--- config.mk ---
export PLATFORM = sky130hd
export DESIGN_NAME = smart_counter_flat
export DESIGN_NICKNAME = d
export VERILOG_FILES = /design/src/rtl/smart_counter_if.sv /design/src/rtl/smart_counter.sv /design/src/flat_wrapper.sv
export SDC_FILE = /design/constraint.sdc
export NUM_CORES = 1
export LEC_CHECK = 0
export ABC_CLOCK_PERIOD_IN_PS = 2400
export CAP_MARGIN = 40
export CORE_AREA = 2 2 39 41
export CTS_BUF_LIST = sky130_fd_sc_hd__clkbuf_8
export DETAILED_ROUTE_END_ITERATION = 7
export DIE_AREA = 0 0 41 43
export GPL_ROUTABILITY_DRIVEN = 0
export PLACE_DENSITY = 0.72
export SYNTH_ARGS = -nofsm -noshare
export SYNTH_HDL_FRONTEND = slang
export SYNTH_SLANG_ARGS = --single-unit
--- constraint.sdc ---
create_clock -name clk -period 2.4 [get_ports clk]
set_clock_uncertainty 0.05 [all_clocks]
set_input_delay 0.48 -clock clk [delete_from_list [all_inputs] [get_ports clk]]
set_output_delay 0.48 -clock clk [all_outputs]
set_load 0.02 [all_outputs]
--- src/rtl/smart_counter_if.sv ---
`default_nettype none
// ---------------------------------------------------------------------------
// smart_counter_if : request/status bundle for smart_counter
// Rev 1.0
// ---------------------------------------------------------------------------
interface smart_counter_if #(
   parameter int WIDTH = 8
);
   logic             enable;
   logic             load;
   logic [WIDTH-1:0] load_val;
   logic [WIDTH-1:0] count;
   logic             at_max;
   logic             wrap;

   modport master (
      output enable, load, load_val,
      input  count, at_max, wrap
   );

   modport slave (
      input  enable, load, load_val,
      output count, at_max, wrap
   );
endinterface
`default_nettype wire

--- src/rtl/smart_counter.sv ---
`default_nettype none
// ---------------------------------------------------------------------------
// smart_counter : loadable wrapping up-counter with at_max flag and wrap pulse
// Rev 1.0
// ---------------------------------------------------------------------------
module smart_counter #(
   parameter int WIDTH = 8
) (
   input  wire logic       clk,
   input  wire logic       rst_n,
   smart_counter_if.slave  bus
);

   logic [WIDTH-1:0] count_q, count_d;
   logic             wrap_q,  wrap_d;

   // Load takes priority over increment and never produces a wrap pulse.
   always_comb begin
      count_d = count_q;
      wrap_d  = 1'b0;
      if (bus.load) begin
         count_d = bus.load_val;
      end else if (bus.enable) begin
         count_d = count_q + WIDTH'(1);
         wrap_d  = (count_q == '1);
      end
   end

   always_ff @(posedge clk or negedge rst_n) begin
      if (!rst_n) begin
         count_q <= '0;
         wrap_q  <= 1'b0;
      end else begin
         count_q <= count_d;
         wrap_q  <= wrap_d;
      end
   end

   assign bus.count  = count_q;
   assign bus.wrap   = wrap_q;
   assign bus.at_max = (count_q == '1);

endmodule
`default_nettype wire

--- src/flat_wrapper.sv ---
// flat-port wrapper written by rule: the top's interface ports become plain ports
module smart_counter_flat 
#(
   parameter int WIDTH = 8
)
  (clk, rst_n, bus_enable, bus_load, bus_load_val, bus_count, bus_at_max, bus_wrap);
  smart_counter_if #(.WIDTH(WIDTH)) bus_i ();
  input  wire logic clk;
  input  wire logic rst_n;
  input wire logic [$bits(bus_i.enable)-1:0] bus_enable;
  input wire logic [$bits(bus_i.load)-1:0] bus_load;
  input wire logic [$bits(bus_i.load_val)-1:0] bus_load_val;
  output wire logic [$bits(bus_i.count)-1:0] bus_count;
  output wire logic [$bits(bus_i.at_max)-1:0] bus_at_max;
  output wire logic [$bits(bus_i.wrap)-1:0] bus_wrap;
  assign bus_i.enable = bus_enable;
  assign bus_i.load = bus_load;
  assign bus_i.load_val = bus_load_val;
  assign bus_count = bus_i.count;
  assign bus_at_max = bus_i.at_max;
  assign bus_wrap = bus_i.wrap;
  smart_counter #(.WIDTH(WIDTH)) u_core (.clk(clk), .rst_n(rst_n), .bus(bus_i));
endmodule
---- Yosys cells after proc, flatten, opt, wreduce, memory -nomap -nowiden ----
Cells that the tools add are included.
word-level totals
  flip-flop bits (word level) ............. 9
  word-level logic and storage cells ...... 9
cells by class
  $add $sub $neg .......................... 1
  eq/ne operators ......................... 1
  mux-type cells .......................... 4
  reduce and logical (&&, ||, !) cells .... 1
operators with widths
  operator             number
  $mux 8               2
  $add 8x1->8 const B  1
  $eq 8x8->1 const B   1
  $mux 1               2
  $reduce_bool 2->1    1

---- Longest topological paths before layout ----
  word-level depth ........................ 3
  mapped depth ............................ 4
  gate-level depth less buffers ........... 4

---- Least setup slack after synthesis ----
OpenSTA, ideal clock, no wires.
  path type ............................... reg-to-output
  start ................................... reg u_core.count_q[2], in the netlist u_core.bus.count[2]
  end ..................................... out bus_at_max
  data arrival time ....................... 1.197 ns
  path slack .............................. 0.673 ns
  stages on the path, launching flop included .. 4
  path buffers ............................ 0
  cell sequence ........................... dfrtp_1 nand3_1 or2_1 nor2_1
between the ends
  word-level cells in the longest chain between the ends .. 1
RTL lines
  item                      RTL line             text
  start: declaration        smart_counter.sv:14  logic [WIDTH-1:0] count_q, count_d;
  start signal: assignment  smart_counter.sv:34  count_q <= count_d;
  $eq 8x8->1                smart_counter.sv:41  assign bus.at_max = (count_q == '1);
  end: declaration          flat_wrapper.sv:14   output wire logic [$bits(bus_i.at_max)-1:0] bus_at_max;
Every way passes these cells.

---- Worst setup path in the final report ----
Same ends and word-level chain as after synthesis.

==> flow_summary_export.csv <==
group,metric,value,unit
global_route,antenna_found_initial,0,
global_route,grt_max_degree,12,
floorplanning,die_area,1760,µm²
setup_path,start_kind,"register",
setup_path,critPathMaxFanout,6,
floorplanning,fp.dieW,41,µm
logic_synthesis,synth.area.mux_share,0.0200,
global_route,grt-ovfl-total,0,
clock_network,postCtsResizedCells,0,
floorplanning,num_rows,14,
detailed_routing,routedWlPerCell,11.9,µm
cells_and_area,design_area,761,µm²
pwr,p_leak,0.000309,µW
detailed_routing,ant_nets,0,
logic_synthesis,avgSynthCellArea,9.12,µm²
logic_synthesis,synth_largest_area_cell,"dfrtp_1",
floorplanning,ios,22,
setup_path,crit_type,"register to output port",
cells_and_area,area_growth,51.6,%
placement,dp_slack,0.340,ns
global_route,grtUsageMet1,0.190,
logic_synthesis,yosysWarnings,0,
detailed_routing,drc,0,
global_route,met3_usage,0.0628,
pwr,p_int,339,µW
cells_and_area,drive_above_1_share,0.0641,
clock_network,path_clk_slew,0.05,ns
logic_synthesis,ys_seq_area_frac,0.449,
sta,slew_violations,0,
logic_synthesis,synthSimpleGateAreaFrac,0.302,
sta,fmax,435,MHz
floorplanning,die_h,43,µm
logic_synthesis,syn_inst,55,
logic_synthesis,synth-xor-area-share,0.0698,
cells_and_area,n_fill_cell,141,
clock_network,htreeDepth,1,
pwr,p_clk_frac,0.370,
pwr,peakVddDrop,0.347,mV
flow_run,maxCapViolations,0,
logic_synthesis,synth_nets,68,
pwr,power_switching,141,µW
logic_synthesis,synth_adder_area_share,0.0249,
logic_synthesis,yosysTopAreaCellShare,0.449,
global_route,grt.busiest_layer,"met2",
placement,place_area,716,µm²
clock_network,post_cts_buffers,0,
logic_synthesis,synth_top_family_by_area,"simple AND/OR/NAND/NOR gates",
setup_path,worstSetupEndpointType,"output port",
logic_synthesis,synth_edf_count,0,
sta,final.setup.tns,0,ns
clock_network,cts_buffers,3,
global_route,grt_pass1_wl,1.84,mm
clock_network,cts_max_path_buffers,2,
global_route,grt_pass1_vias,425,
sta,hold_violations,0,
logic_synthesis,ys.flop_type,"dfrtp_1",
clock_network,cts.sink_count,9,
sta,finalCritPeriodShare,0.959,
floorplanning,start_util,0.363,
detailed_routing,dr_total_vias,478,
clock_network,hold_buffers,0,
detailed_routing,viasPerCell,5.09,
sta,setup_viol,0,
clock_network,worst_skew_pair.late_latency,0.24,ns
clock_network,root_buffer,"clkbuf_8",
clock_network,tritoncts,"built",
sta,rsz0062_at_grt,"no",
pwr,switching_share,0.294,
sta,period_needed,2.30,ns
sta,worstMarginPinSlew,0.415,ns
sta,timing.final.ws_setup,0.0987,ns
global_route,grt_usage,0.156,
setup_path,cp.required,1.87,ns
cells_and_area,nets,92,
pwr,power_density,631,nW/µm²
detailed_routing,first_pass_iters,4,
cells_and_area,antenna_cells,0,
global_route,grtUsageMet2,0.228,
pwr,seqPwrFrac,0.395,
logic_synthesis,synth_area,502,µm²
logic_synthesis,synth_cell_type_count,20,
run_status,status,"complete, no violations",
logic_synthesis,synth_compound_area_frac,0.0798,
hold_path,hold_path_class,"input port to async pin",
cells_and_area,final_core_util,0.550,
logic_synthesis,synth_area_leaders,"dfrtp_1 (45%), nand2_1 (6.7%), nand3_1 (6.0%)",
logic_synthesis,synth-async-reset-ratio,1.00,
floorplanning,core-area,1380,µm²
pwr,power_frac_comb,0.235,
placement,hpwl,823,µm
logic_synthesis,synth_commonest_cells,"dfrtp_1 (9), nand2_1 (9), nand3_1 (6), o21ai_1 (6)",
detailed_routing,drtIter0Drc,7,
logic_synthesis,ys_ff_latch,9,
detailed_routing,finalWirelength,1.12,mm
setup_path,critical_path_arrival,1.77,ns
placement,placement.io_buffers,21,
sta,slew_headroom,0.722,
-- path summary, 6_finish.rpt --
check	cells after the start	from	slack, ns	endpoint
min reg2reg	2	u_core.bus.count[7]	0.57	u_core.bus.count[7]
max	4	u_core.bus.count[2]	0.1	bus_at_max
min in group clk	2	u_core.bus.count[7]	0.57	u_core.bus.count[7]
max reg2reg	4	u_core.bus.count[0]	0.91	u_core.bus.count[6]
max in group asynchronous	1	rst_n	1.51	u_core.bus.count[2]
min	1	rst_n	0.49	u_core.bus.wrap
-- flip-flops by register name, indices dropped and copies added (netlist names) --
| signal | flops |
|---|---|
| u_core.bus.count | 8 |
| u_core.bus.wrap | 1 |
-- through the flow --
step	hold slack, ns	std cells	total power, µW
3_5_place_dp	0.555	90	305
2_1_floorplan	0.134	55	246
5_1_grt	0.525	94	503
3_3_place_gp	0.558	90	303
4_1_cts	0.512	94	481
6_report	0.495	94	480
-- power groups by stage --
| stage | Combinational (µW) | Sequential [µW] | Clock (µW) |
|---|---|---|---|
| after floorplan | 39.4 | 206 | 0 |
| after global placement | 113 | 191 | 0 |
| after detailed placement | 113 | 192 | 0 |
| after CTS | 114 | 189 | 178 |
| after global routing | 124 | 193 | 186 |
| final | 113 | 190 | 178 |
-- per-layer routing --
metal / up-vias / share of wire
met5: - / 0
met2: 18 / 0.44
met3: 4 / 0.067
li1: 241 / -
met4: 0 / 0.023
met1: 215 / 0.46
-- worst max-delay path: stages (launching register included) --
cell and delay (ns):
dfrtp_1 0.44, nand3_1 0.13, or2_1 0.26, nor2_1 0.10
clkdlybuf4s50_1 0.61
-- cells in the final DEF, fill, tap and decap left out --
| cell type | netlist | layout |
|---|---|---|
| o21ai_1 | 6 | 6 |
| nor3_1 | 1 | 1 |
| ha_1 | 1 | 1 |
| o21ai_0 | 2 | 2 |
| nand4_2 | 1 | 1 |
| clkbuf_8 | 0 | 3 |
| dfrtp_1 | 9 | 9 |
| buf_4 | 1 | 1 |
| or2_1 | 1 | 1 |
| nor2b_1 | 3 | 3 |
| nand2_1 | 9 | 9 |
| mux2i_1 | 1 | 1 |
| nor2_1 | 1 | 1 |
| clkdlybuf4s50_1 | 0 | 21 |
| xor2_1 | 3 | 3 |
| nand4_1 | 3 | 3 |
| xnor2_1 | 1 | 1 |
| inv_1 | 1 | 2 |
| nand3_1 | 6 | 6 |
| or4_1 | 3 | 3 |
-- cell families (layout without fill, tap and decap cells) --
group,after synthesis,count (layout)
AO/OA/AOI/OAI,8,8
XOR/XNOR,4,4
adder cells (fa/ha/maj),1,1
buffers and inverters,4,27
flip-flops,9,9
multiplexers,1,1
AND/OR/NAND/NOR,28,28
-- area by class of cell --
| cell class | instances | area, µm² | area share |
|---|---|---|---|
| repair buffers | 22 | 218 | 0.286 |
| clock buffers | 3 | 41.3 | 0.0543 |
| inverters | 1 | 3.75 | 0.00493 |
| well taps | 16 | 20.0 | 0.0263 |
| multi-input cells | 42 | 249 | 0.327 |
| clock inverters | 1 | 3.75 | 0.00493 |
| flip-flops and latches | 9 | 225 | 0.296 |
No activity file was read; power rests on OpenSTA's default activity.
